$ cat config.mk
export PLATFORM = sky130hd
export DESIGN_NAME = sccomp_run_ctrl
export DESIGN_NICKNAME = d
export VERILOG_FILES = /design/src/rtl/sccomp_run_ctrl.sv
export SDC_FILE = /design/constraint.sdc
export NUM_CORES = 1
export LEC_CHECK = 0
export CAP_MARGIN = 20
export CORE_UTILIZATION = 44
export CTS_BUF_LIST = sky130_fd_sc_hd__clkbuf_4 sky130_fd_sc_hd__clkbuf_8 sky130_fd_sc_hd__clkbuf_16
export CTS_CLUSTER_DIAMETER = 80
export DETAILED_ROUTE_END_ITERATION = 12
export GPL_ROUTABILITY_DRIVEN = 1
export PLACE_DENSITY = 0.88
export SYNTH_ARGS = -nofsm -noshare
export SYNTH_HDL_FRONTEND = slang
export SYNTH_SLANG_ARGS = --single-unit
$ cat constraint.sdc
create_clock -name clk -period 7.7 [get_ports clk]
set_input_delay 0.77 -clock clk [delete_from_list [all_inputs] [get_ports clk]]
set_output_delay 0.77 -clock clk [all_outputs]
set_load 0.005 [all_outputs]
$ cat src/rtl/sccomp_run_ctrl.sv
// Run/step/breakpoint controller for the single-cycle CPU: gates the retire enable and
// reports halt cause plus the retired-instruction count.
module sccomp_run_ctrl #(
    parameter int unsigned PC_W  = 32,
    parameter int unsigned CNT_W = 16
) (
    input  logic             clk,
    input  logic             reset,
    input  logic             cmd_valid,
    input  logic [1:0]       cmd_op,
    output logic             cmd_ready,
    input  logic             bp_en,
    input  logic [PC_W-1:0]  bp_addr,
    input  logic [CNT_W-1:0] cycle_limit,
    input  logic [PC_W-1:0]  pc,
    output logic             cpu_en,
    output logic [CNT_W-1:0] cycle_cnt,
    output logic             halted,
    output logic [1:0]       halt_cause,
    output logic             done
);

    localparam logic [1:0] ST_IDLE = 2'd0;
    localparam logic [1:0] ST_RUN  = 2'd1;
    localparam logic [1:0] ST_STEP = 2'd2;
    localparam logic [1:0] ST_HALT = 2'd3;

    localparam logic [1:0] OP_RUN   = 2'b00;
    localparam logic [1:0] OP_STEP  = 2'b01;
    localparam logic [1:0] OP_HALT  = 2'b10;
    localparam logic [1:0] OP_CLEAR = 2'b11;

    localparam logic [1:0] CAUSE_NONE  = 2'b00;
    localparam logic [1:0] CAUSE_BP    = 2'b01;
    localparam logic [1:0] CAUSE_LIMIT = 2'b10;
    localparam logic [1:0] CAUSE_CMD   = 2'b11;

    logic [1:0]       state_q, state_d;
    logic [CNT_W-1:0] cnt_q, cnt_d;
    logic [1:0]       cause_q, cause_d;
    logic             skip_bp_q, skip_bp_d;
    logic             done_q, done_d;

    logic cmd_acc;
    logic bp_hit;
    logic lim_hit;
    logic halt_req;
    logic clear_req;

    always_comb begin
        cmd_ready = (state_q != ST_STEP);
        cmd_acc   = cmd_valid && cmd_ready;
        bp_hit    = bp_en && (pc == bp_addr) && !skip_bp_q;
        lim_hit   = (cycle_limit != '0) && (cnt_q >= cycle_limit);
        halt_req  = cmd_valid && (cmd_op == OP_HALT);
        clear_req = cmd_acc && (cmd_op == OP_CLEAR);
    end

    // Retire gating is combinational so a halt condition suppresses the current instruction.
    always_comb begin
        cpu_en = 1'b0;
        case (state_q)
            ST_RUN:  cpu_en = !bp_hit && !lim_hit && !halt_req;
            ST_STEP: cpu_en = 1'b1;
            default: cpu_en = 1'b0;
        endcase
    end

    always_comb begin
        state_d   = state_q;
        cause_d   = cause_q;
        skip_bp_d = 1'b0;
        cnt_d     = (cpu_en && !(&cnt_q)) ? cnt_q + CNT_W'(1) : cnt_q;

        case (state_q)
            ST_IDLE, ST_HALT: begin
                if (cmd_acc) begin
                    case (cmd_op)
                        OP_RUN: begin
                            state_d   = ST_RUN;
                            cause_d   = CAUSE_NONE;
                            // Lets a resume retire the instruction sitting on the breakpoint.
                            skip_bp_d = 1'b1;
                        end
                        OP_STEP: begin
                            state_d = ST_STEP;
                            cause_d = CAUSE_NONE;
                        end
                        default: ;
                    endcase
                end
            end
            ST_STEP: begin
                state_d = ST_HALT;
                cause_d = CAUSE_CMD;
            end
            ST_RUN: begin
                if (halt_req) begin
                    state_d = ST_HALT;
                    cause_d = CAUSE_CMD;
                end else if (bp_hit) begin
                    state_d = ST_HALT;
                    cause_d = CAUSE_BP;
                end else if (lim_hit) begin
                    state_d = ST_HALT;
                    cause_d = CAUSE_LIMIT;
                end
            end
            default: state_d = ST_IDLE;
        endcase

        if (clear_req) begin
            state_d = ST_IDLE;
            cnt_d   = '0;
            cause_d = CAUSE_NONE;
        end

        done_d = (state_d == ST_HALT) && (state_q != ST_HALT);
    end

    always_ff @(posedge clk or posedge reset) begin
        if (reset) begin
            state_q   <= ST_IDLE;
            cnt_q     <= '0;
            cause_q   <= CAUSE_NONE;
            skip_bp_q <= 1'b0;
            done_q    <= 1'b0;
        end else begin
            state_q   <= state_d;
            cnt_q     <= cnt_d;
            cause_q   <= cause_d;
            skip_bp_q <= skip_bp_d;
            done_q    <= done_d;
        end
    end

    assign cycle_cnt  = cnt_q;
    assign halted     = (state_q == ST_HALT);
    assign halt_cause = cause_q;
    assign done       = done_q;

endmodule

# ---- After elaboration in Yosys (flattened, before gate mapping)
# Index checks and enable logic that the tools add are counted.
dict set report totals {
  regBits 22
  output_inout_bits 22
}
dict set report classes {
  n_eq_ne 13
  mux 20
  n_reduce_logical 23
  n_lt_le_gt_ge 1
  add_sub_neg 1
}
# op n
set ops {}
lappend ops {{32-bit equality test} 1}
lappend ops {{16-bit two-way mux} 2}
lappend ops {{2-bit two-way mux} 11}
lappend ops {{16-bit by 1-bit adder with 16-bit output, second input constant} 1}
lappend ops {{16-bit greater-or-equal comparator} 1}
lappend ops {{16-bit AND reduction} 1}
lappend ops {{16-bit nonzero test} 1}
lappend ops {{2-bit case mux with 3 select lines} 2}
lappend ops {{2-bit equality test, second input constant} 5}
lappend ops {{1-bit logical AND} 10}
lappend ops {{3-bit inequality test, second input constant} 2}
lappend ops {{1-bit zero test} 5}
lappend ops {{5-bit inequality test, second input constant} 1}
lappend ops {{2-bit by 1-bit equality test with 1-bit output, second input constant} 2}
lappend ops {{2-bit zero test} 2}
lappend ops {{2-bit inequality test, second input constant} 2}
lappend ops {{2-bit case mux with 2 select lines} 1}
lappend ops {{2-bit OR reduction} 2}
lappend ops {{1-bit two-way mux} 3}
lappend ops {{3-bit AND reduction} 1}
lappend ops {{1-bit case mux with 2 select lines} 1}
lappend ops {{2-bit nonzero test} 1}

# ---- Logic depth before layout (Yosys ltp)
# Gate-level depths: netlist (run 1).
dict set report depth {
  word_depth 10
  mapped_depth 10
}

# ---- Worst setup path before layout (run 1)
# Ideal clock, no wire load.
dict set report synth_path {
  path_type {input -> output}
  from {in cycle_limit[0]}
  to {out cpu_en}
  stages 7
  arrival_ns 2.236
  path_slack_ns 4.694
  t_required_ns 6.930
  n_path_buf 0
  cell_sequence {ha_1 > nand2b_4 > a2111oi_2 > o311ai_1 > a22oi_2 > a41oi_4 > nor2_1}
}
dict set report synth_via {
  elab_chain_len 6
  elab_cells_between_ends 7
}
# element line
set synth_lines {}
lappend synth_lines {{start, declared} 14} ;# input logic [CNT_W-1:0] cycle_limit,
lappend synth_lines {{16-bit greater-or-equal comparator or 16-bit nonzero test (tied branches)} 54} ;# lim_hit = (cycle_limit != '0) && (cnt_q >= cycle_limit);
lappend synth_lines {{1-bit logical AND (*)} 54}
lappend synth_lines {{1-bit zero test (*)} 63} ;# ST_RUN: cpu_en = !bp_hit && !lim_hit && !halt_req;
lappend synth_lines {{1-bit logical AND (*) (2 in a row)} 63}
lappend synth_lines {{1-bit case mux with 2 select lines (*)} 62} ;# case (state_q)
lappend synth_lines {{end, declared} 16} ;# output logic cpu_en,
# Every way passes the cells marked *; elsewhere a longest branch is shown, timed or not.

# ---- Worst setup path in the final report (run 1)
# Same ends and word-level chain as after synthesis.

==> flow_summary_export.csv, run 1 <==
group,metric,value,unit
synth,synthTopCellsByArea,"dfrtp_1 (26%), xnor2_1 (16%), ha_1 (12%), nand4_1 (4.8%), inv_1 (4.3%)",
clock_network,post_cts_resized,0,
sta,tns,0,ps
power_and_ir_drop,internal-power,0.323,mW
clock_network,root_buffer,"clkbuf_8",
clock_network,cts.htree.levels,1,
grt,grt_usage,0.246,
synth,netlist.area_leader.share,0.264,
sta,max_freq,0.242,GHz
cells_and_area,drive_gt1_frac,0.0519,
grt,grt-ovfl-total,0,
clock_network,numCtsBuffers,3,
synth,syn_area,2090,sq um
hold_path,hold_class,"reg -> reg",
clock_network,postCtsSetupBuffers,0,
power_and_ir_drop,power_frac_comb,0.544,
placement,post-place-ws,3580,ps
power_and_ir_drop,switchingPower,0.186,mW
synth,ys_seq_area_frac,0.264,
power_and_ir_drop,ir_drop,0.000170,V
cells_and_area,final_area,3240,sq um
synth,yosys_warnings,0,
worst_setup_path,path_max_fanout,10,
sta,fin_crit_sh,0.536,
cells_and_area,finalNetCount,455,
drt,dr.first_iter.drc_count,83,
sta,worst_slew_pin_slew,1050,ps
synth,synth-seq-cells,22,
worst_setup_path,cp.arrival,3360,ps
worst_setup_path,critical_path_class,"in -> out",
power_and_ir_drop,pwr_density_cell,157,nW/um^2
floorplanning,initial_core_util,0.470,
worst_setup_path,crit_required,6930,ps
grt,grt_pass1_vias,2195,
power_and_ir_drop,finalPower,0.508,mW
floorplanning,die-area,5030,sq um
clock_network,clk_pin_slew,70,ps
drt,wl,5990,um
drt,drt-wirelength-per-cell,15.0,um
synth,synth.distinct_cells,42,
drt,viasPerCell,5.51,
power_and_ir_drop,p_leak,1.37,nW
worst_setup_path,r2r_slack,4740,ps
drt,antenna_left,0,
clock_network,cts_tree,"built",
power_and_ir_drop,p_sw_frac,0.365,
cells_and_area,layout_common_cells,"clkdlybuf4s50_1 (107), xnor2_1 (37), inv_1 (24), dfrtp_1 (22)",
power_and_ir_drop,p_seq_frac,0.318,
floorplanning,core_area,4440,sq um
sta,fin_ws,3570,ps
drt,drc,18,
status,status,"finished with violations",
clock_network,clock_path_buffers,2,
sta,finalSetupViolations,0,
synth,syn_inst,239,
floorplanning,rows,24,
worst_setup_path,r2r-start,"cycle_cnt[0]",
clock_network,cts.sinks,22,
worst_setup_path,cp-end-kind,"output port",
synth,avgSynthCellArea,8.74,sq um
power_and_ir_drop,clkPwrFrac,0.138,
sta,hold_viol_final,0,
sta,rsz0062_at_grt,"false",
drt,num_vias,2199,
drt,drtPass1Iterations,8,
grt,grt_max_degree,23,
sta,maxSlewViolCount,0,
placement,port_buffers,107,
cells_and_area,diodes,0,
placement,placed_area,3200,sq um
floorplanning,ios,108,
clock_network,hold_buffers,0,
sta,post-route-min-period,4130,ps
floorplanning,die_w,70.9,um
grt,grt_pass1_wl,10000,um
placement,dp_hpwl,5120,um
status,violations,"design-rule violations",
grt,antenna_found_initial,0,
sta,slew_headroom,0.298,
clock_network,clk_latency,260,ps
job,max_cap_violations,0,
synth,yosysTopAreaCell,"dfrtp_1",
placement,gp_congestion,0.878,
hold_path,worstHoldStart,"cycle_cnt[4]",
worst_setup_path,setup.worst_path.start,"cycle_limit[0]",
cells_and_area,final_common_cell,"clkdlybuf4s50_1",
synth,syn_nets,345,
worst_setup_path,cp-start-kind,"input pin",
sta,finClkSkew,5.86,ps
floorplanning,die_h,70.9,um
cells_and_area,area_delta_synth_final,55.4,%
-- stage by stage --
stage / util / hold slack, ps / cells
detailed placement: 0.721 / 586 / 396
global placement: 0.721 / 578 / 396
floorplan: - / 552 / 239
finish: 0.730 / 605 / 399
CTS: 0.730 / 608 / 399
global route: 0.730 / 637 / 399
-- area by class of cell --
| class | count | area (sq um) |
|---|---|---|
| Sequential cell | 22 | 551 |
| Multi-Input combinational cell | 191 | 1430 |
| Timing Repair Buffer | 107 | 1070 |
| Clock buffer | 3 | 41.3 |
| Tap cell | 52 | 65.1 |
| Fill cell | 338 | 1200 |
| Inverter | 24 | 90.1 |
-- final timing paths --
| check | endpoint | cells after the start |
|---|---|---|
| hold reg to reg | cycle_cnt[4] | 2 |
| setup / recovery | cpu_en | 9 |
| setup reg to reg | cycle_cnt[9] | 10 |
| min in group asynchronous | cycle_cnt[6] | 2 |
| max in group asynchronous | cycle_cnt[2] | 2 |
| hold / removal | cycle_cnt[4] | 2 |
-- Yosys cell counts (all sizes together) --
master / count
nor3: 6
o22a: 1
buf: 1
a2bb2oi: 1
inv: 24
nand3b: 3
nand2b: 2
dfrtp: 22
and4: 1
o21ai: 4
nor4: 8
a22oi: 1
and3: 5
dlygate4sd3: 1
nand2: 20
o21a: 3
a41o: 2
and2: 2
a2111oi: 1
ha: 20
and3b: 1
a21o: 2
a41oi: 1
nand3: 6
mux2i: 2
xor2: 3
xnor2: 37
nand4: 16
a31o: 5
a21oi: 13
nor3b: 4
nor2: 18
o311ai: 2
a21bo: 1
-- flip-flops by register name, indices dropped and copies added, names as in the netlist --
name / count
cycle_cnt: 16
done: 1
halt_cause: 2
skip_bp_q: 1
state_q: 2
-- logic make-up after synthesis --
group                      count (synthesis)  synth area share
xor gates and xnor gates                  40             0.168
DFF                                       22             0.264
buffers and inverters                     26            0.0533
adders and majority gates                 20             0.120
AOI/OAI and AO/OA                         37             0.138
and+or+nand+nor                           92             0.248
muxes                                      2           0.00959
-- worst max-delay path: stages --
cell             delay [ps]
clkdlybuf4s50_1         430
ha_1                    300
nand2b_4                140
a2111oi_2               360
o311ai_1                170
a22oi_2                 250
a41oi_4                 270
nor2_1                  150
clkdlybuf4s50_1         510
-- metal layers --
metal	part of all wire	up-vias	wire length [um]	track usage
li1	-	1074	-	-
met1	0.41	1040	2460	0.291
met2	0.51	73	3030	0.462
met3	0.065	12	389	0.0456
met4	0.017	0	102	0.0489
met5	0	-	0	0
-- power by group through the flow --
stage | sequential, mW | clock [mW] | combinational (mW)
global route | 0.165 | 0.0776 | 0.306
global placement | 0.162 | 0 | 0.269
CTS | 0.162 | 0.0722 | 0.278
finish | 0.162 | 0.0703 | 0.276
floorplan | 0.159 | 0 | 0.160
detailed placement | 0.164 | 0 | 0.276
Power figures use the tool's default switching activity.
==> run 2: changes to the inputs <==
--- a/config.mk
+++ b/config.mk
@@ -6,12 +6,12 @@
 export NUM_CORES = 1
 export LEC_CHECK = 0
 export CAP_MARGIN = 20
-export CORE_UTILIZATION = 44
+export CORE_UTILIZATION = 36
 export CTS_BUF_LIST = sky130_fd_sc_hd__clkbuf_4 sky130_fd_sc_hd__clkbuf_8 sky130_fd_sc_hd__clkbuf_16
 export CTS_CLUSTER_DIAMETER = 80
 export DETAILED_ROUTE_END_ITERATION = 12
 export GPL_ROUTABILITY_DRIVEN = 1
-export PLACE_DENSITY = 0.88
+export PLACE_DENSITY = 0.77
 export SYNTH_ARGS = -nofsm -noshare
 export SYNTH_HDL_FRONTEND = slang
 export SYNTH_SLANG_ARGS = --single-unit
==> constraint.sdc (replaced) <==
create_clock -name clk -period 3.5 [get_ports clk]
set_input_delay 0.35 -clock clk [delete_from_list [all_inputs] [get_ports clk]]
set_output_delay 0.35 -clock clk [all_outputs]
set_load 0.005 [all_outputs]
==> flow_summary_export.csv, run 2 (synthesized netlist as in run 1, its figures left out) <==
group,metric,value,unit
power_and_ir_drop,pwr_density_cell,348,nW/um^2
worst_setup_path,r2r-start,"cycle_cnt[0]",
sta,fin_ws,362,ps
drt,wl,5870,um
sta,tns,0,ps
floorplanning,core_area,5540,sq um
sta,hold_viol_final,0,
floorplanning,rows,27,
placement,post-place-ws,297,ps
power_and_ir_drop,ir_drop,0.000389,V
drt,drt-wirelength-per-cell,13.9,um
clock_network,cts_tree,"built",
clock_network,cts.sinks,22,
floorplanning,die_h,78.2,um
sta,rsz0062_at_grt,"false",
sta,finalSetupViolations,0,
worst_setup_path,slowest_delay,510,ps
status,status,"finished, final reports clean",
cells_and_area,finalNetCount,458,
grt,grt_max_degree,23,
cells_and_area,layout_common_cells,"clkdlybuf4s50_1 (107), xnor2_1 (37), inv_1 (24), dfrtp_1 (22)",
placement,gp_congestion,0.794,
power_and_ir_drop,finalPower,1.15,mW
sta,fin_crit_sh,0.897,
drt,viasPerCell,5.04,
clock_network,root_buffer,"clkbuf_8",
clock_network,hold_buffers,0,
placement,port_buffers,107,
power_and_ir_drop,p_leak,1.39,nW
cells_and_area,area_delta_synth_final,58.3,%
hold_path,hold_class,"in -> async",
clock_network,numCtsBuffers,3,
sta,post-route-min-period,3140,ps
power_and_ir_drop,p_seq_frac,0.309,
power_and_ir_drop,internal-power,0.742,mW
cells_and_area,largest_reg_flops,16,
floorplanning,initial_core_util,0.377,
cells_and_area,instances_no_fill,423,
worst_setup_path,endpoint,"cpu_en",
cells_and_area,drive_gt1_frac,0.0627,
grt,grt_pass1_wl,9320,um
clock_network,cts.htree.levels,1,
drt,antenna_left,0,
sta,finClkSkew,4.77,ps
power_and_ir_drop,switchingPower,0.410,mW
drt,drc,0,
floorplanning,ios,108,
worst_setup_path,cp-end-kind,"output port",
sta,maxSlewViolCount,0,
grt,grt_pass1_vias,2005,
power_and_ir_drop,power_frac_comb,0.534,
worst_setup_path,critical_path.cell_chain,"inv_1, ha_1, nand2b_4, a2111oi_2, o311ai_1, a22oi_2, a41oi_4, nor2_1, clkdlybuf4s50_1",
clock_network,clk_latency,260,ps
drt,num_vias,2130,
sta,worst_slew_pin_slew,847,ps
worst_setup_path,cp-start-kind,"register",
worst_setup_path,regToRegEndpoint,"cycle_cnt[9]",
sta,slew_headroom,0.435,
power_and_ir_drop,clkPwrFrac,0.157,
worst_setup_path,crit_required,3150,ps
cells_and_area,final_area,3310,sq um
floorplanning,die_w,78.2,um
drt,drtPass1Iterations,5,
placement,placed_area,3250,sq um
grt,antenna_found_initial,0,
grt,grt-ovfl-total,0,
worst_setup_path,setup.worst_path.start,"cycle_cnt[0]",
placement,dp_hpwl,4900,um
worst_setup_path,cp.arrival,2790,ps
sta,max_freq,0.319,GHz
clock_network,clock_path_buffers,2,
clock_network,postCtsSetupBuffers,0,
worst_setup_path,r2r_cells,11,
cells_and_area,final_common_cell,"clkdlybuf4s50_1",
clock_network,post_cts_resized,0,
clock_network,clk_pin_slew,80,ps
worst_setup_path,path_max_fanout,6,
power_and_ir_drop,p_sw_frac,0.356,
grt,grt_usage,0.188,
drt,dr.first_iter.drc_count,88,
worst_setup_path,critical_path_class,"reg -> out",
floorplanning,die-area,6110,sq um
placement,dp.cells,419,
job,max_cap_violations,0,
cells_and_area,diodes,0,
worst_setup_path,r2r_slack,560,ps
worst_setup_path,crit_slowest_cell,"clkdlybuf4s50_1",
==> run 2: cell types whose count changed in the layout (fill, tap and decap cells not counted) <==
| cell | before | now |
|---|---|---|
| clkbuf_8 | 3 | 4 |
| buf_4 | 0 | 3 |
==> run 2: power groups by stage <==
| stage | logic (mW) | registers [mW] | clock network (mW) |
|---|---|---|---|
| 5_1_grt | 0.682 | 0.361 | 0.197 |
| 6_report | 0.615 | 0.356 | 0.181 |
| 4_1_cts | 0.619 | 0.354 | 0.185 |
| 2_1_floorplan | 0.352 | 0.349 | 0 |
| 3_3_place_gp | 0.607 | 0.357 | 0 |
| 3_5_place_dp | 0.615 | 0.359 | 0 |
==> run 2: layout make-up <==
| cell class | count | area, sq um |
|---|---|---|
| inverters | 24 | 90.1 |
| well taps | 72 | 90.1 |
| multi-input cells | 191 | 1430 |
| clock buffers | 4 | 55.1 |
| repair buffers | 110 | 1090 |
| fillers | 484 | 2230 |
| flip-flops and latches | 22 | 551 |
==> run 2: worst min path at each step <==
stage	end	from
after floorplan	cycle_cnt[0]	reset
after global placement	cycle_cnt[8]	cycle_cnt[8]
after detailed placement	cycle_cnt[4]	cycle_cnt[4]
after CTS	state_q[0]	reset
after global routing	cycle_cnt[4]	cycle_cnt[4]
final	state_q[0]	reset
==> run 2: worst max-delay path: cells and delay by family (launching register included) <==
| kind | cells | cell delay [ps] |
|---|---|---|
| and+or+nand+nor | 2 | 260 |
| adders and majority gates | 1 | 280 |
| DFF | 1 | 470 |
| AOI/OAI and AO/OA | 4 | 920 |
| buffers and inverters | 2 | 590 |
==> run 2: stage by stage <==
| step | hold WS [ps] | utilization |
|---|---|---|
| after global placement | 585 | 0.587 |
| after CTS | 582 | 0.597 |
| after floorplan | 339 | - |
| final | 551 | 0.597 |
| after detailed placement | 606 | 0.587 |
| after global routing | 627 | 0.597 |
==> run 2: metal layers <==
| metal | wire length [um] | track usage | vias to the layer above | part of all wire |
|---|---|---|---|---|
| met1 | 2590 | 0.247 | 983 | 0.44 |
| li1 | - | - | 1076 | - |
| met2 | 2850 | 0.320 | 67 | 0.49 |
| met3 | 393 | 0.0419 | 4 | 0.067 |
| met4 | 36 | 0.0278 | 0 | 0.0061 |
| met5 | 0 | 0 | - | 0 |
==> run 3: changes to the inputs <==
==> config.mk (replaced) <==
export PLATFORM = sky130hd
export DESIGN_NAME = sccomp_run_ctrl
export DESIGN_NICKNAME = d
export VERILOG_FILES = /design/src/rtl/sccomp_run_ctrl.sv
export SDC_FILE = /design/constraint.sdc
export NUM_CORES = 1
export LEC_CHECK = 0
export CAP_MARGIN = 20
export CORE_UTILIZATION = 41
export CTS_BUF_LIST = sky130_fd_sc_hd__clkbuf_4
export CTS_CLUSTER_DIAMETER = 80
export DETAILED_ROUTE_END_ITERATION = 12
export GPL_ROUTABILITY_DRIVEN = 1
export PLACE_DENSITY = 0.83
export SYNTH_ARGS = -nofsm -noshare
export SYNTH_HDL_FRONTEND = slang
export SYNTH_SLANG_ARGS = --single-unit
==> constraint.sdc (replaced) <==
create_clock -name clk -period 3.2 [get_ports clk]
set_input_delay 0.32 -clock clk [delete_from_list [all_inputs] [get_ports clk]]
set_output_delay 0.32 -clock clk [all_outputs]
set_load 0.005 [all_outputs]
==> flow_summary_export.csv, run 3 (synthesized netlist as in run 1, its figures left out) <==
group,metric,value,unit
worst_setup_path,path_max_fanout,5,
clock_network,clock_path_buffers,2,
floorplanning,core_area,4820,sq um
status,status,"finished, final reports clean",
drt,wl_met2,3130,um
power_and_ir_drop,finalPower,1.23,mW
cells_and_area,final_area,3300,sq um
sta,fin_crit_sh,0.976,
power_and_ir_drop,pwr_density_cell,374,nW/um^2
worst_setup_path,regToRegEndpoint,"cycle_cnt[11]",
placement,dp_hpwl,4990,um
sta,post-route-min-period,3120,ps
cells_and_area,drive_gt1_frac,0.0710,
worst_setup_path,cp.arrival,2800,ps
grt,grt-ovfl-total,0,
sta,max_freq,0.320,GHz
drt,highest_layer,"met4",
cells_and_area,register_area,552,sq um
placement,placed_area,3240,sq um
cells_and_area,area_delta_synth_final,57.9,%
grt,antenna_found_initial,0,
clock_network,root_buffer,"clkbuf_4",
drt,viasPerCell,5.12,
drt,drt-met1-wl,2520,um
worst_setup_path,r2r-start,"cycle_cnt[0]",
cells_and_area,fin_util,0.685,
drt,num_vias,2144,
sta,maxSlewViolCount,0,
worst_setup_path,cp-start-kind,"register",
grt,grt_pass1_wl,9180,um
sta,hold_viol_final,0,
floorplanning,ios,108,
sta,fin_hold_ws,470,ps
sta,finClkSkew,1.82,ps
worst_setup_path,crit_required,2880,ps
sta,tns,0,ps
cells_and_area,n_fill_cell,392,
cells_and_area,layout_common_cells,"clkdlybuf4s50_1 (107), xnor2_1 (37), inv_1 (24), dfrtp_1 (21)",
drt,antenna_left,0,
sta,finalSetupViolations,0,
grt,grt_usage,0.219,
floorplanning,die_w,73.4,um
clock_network,cts.htree.levels,1,
cells_and_area,largest_reg_flops,16,
sta,fin_ws,76.5,ps
drt,wl,6120,um
cells_and_area,multi_input_area,1440,sq um
drt,dr_wl_met3,406,um
clock_network,cts.sinks,22,
drt,drtPass1Iterations,4,
cells_and_area,final_common_cell,"clkdlybuf4s50_1",
worst_setup_path,critical_path_class,"reg -> out",
cells_and_area,finalNetCount,460,
job,max_cap_violations,0,
floorplanning,die_h,73.4,um
power_and_ir_drop,p_leak,1.39,nW
cells_and_area,diodes,0,
sta,slew_headroom,0.433,
grt,grt_max_degree,23,
drt,drt-wirelength-per-cell,14.6,um
power_and_ir_drop,ir_drop,0.000492,V
hold_path,hold_class,"in -> async",
drt,drc,0,
floorplanning,die-area,5380,sq um
drt,dr.first_iter.drc_count,85,
clock_network,cts_tree,"built",
worst_setup_path,r2r_cells,11,
placement,dp.cells,414,
grt,grt_pass1_vias,1946,
placement,gp_congestion,0.881,
floorplanning,rows,25,
placement,port_buffers,107,
cells_and_area,instances_no_fill,419,
clock_network,numCtsBuffers,3,
sta,worst_slew_pin_slew,849,ps
floorplanning,initial_core_util,0.434,
clock_network,clk_latency,300,ps
clock_network,clk_pin_slew,120,ps
worst_setup_path,r2r_slack,320,ps
clock_network,hold_buffers,0,
worst_setup_path,cp-end-kind,"output port",
placement,post-place-ws,66.5,ps
## run 3: how the worst max path moves through the flow
stage / start / end / slack, ps / depth (start not counted)
floorplan: cycle_cnt[0] / cycle_cnt[11] / 630 / 10
global placement: cycle_limit[0] / cycle_cnt[11] / 140 / 11
global route: cycle_cnt[0] / cpu_en / -30 / 9
detailed placement: cycle_limit[0] / cycle_cnt[11] / 70 / 11
CTS: cycle_cnt[0] / cpu_en / 20 / 9
finish: cycle_cnt[0] / cpu_en / 80 / 9
## run 3: critical path: stages (launching register included)
cell and delay [ps]:
dfrtp_2 430, inv_1 50, ha_1 270, nand2b_4 150
a2111oi_4 330, o311ai_1 160, a22oi_2 290, a41oi_4 160
nor2_2 150, clkdlybuf4s50_1 510
## run 3: area by class of cell
| cell class | instances | share of cell area |
|---|---|---|
| Tap cell | 67 | 0.0254 |
| Inverter | 24 | 0.0273 |
| Clock buffer | 3 | 0.00683 |
| Multi-Input combinational cell | 191 | 0.437 |
| Sequential cell | 22 | 0.167 |
| Timing Repair Buffer | 112 | 0.336 |
## run 3: report_power, final
group | switching, mW | internal (mW) | total, mW
combinational | 0.320 | 0.404 | 0.724
clock | 0.0820 | 0.0440 | 0.126
sequential | 0.0563 | 0.328 | 0.385
## run 3: metal layers
| layer | vias up | track usage |
|---|---|---|
| li1 | 1080 | - |
| met1 | 987 | 0.294 |
| met2 | 69 | 0.369 |
| met3 | 8 | 0.0384 |
| met4 | 0 | 0.0449 |
| met5 | - | 0 |
## run 3: timing repair
item / 4_1_cts / 5_1_grt
buffers inserted: 0 / 2
setup endpoints to repair: 0 / 1
resized for setup: 0 / 3
hold endpoints to repair: 0 / 0
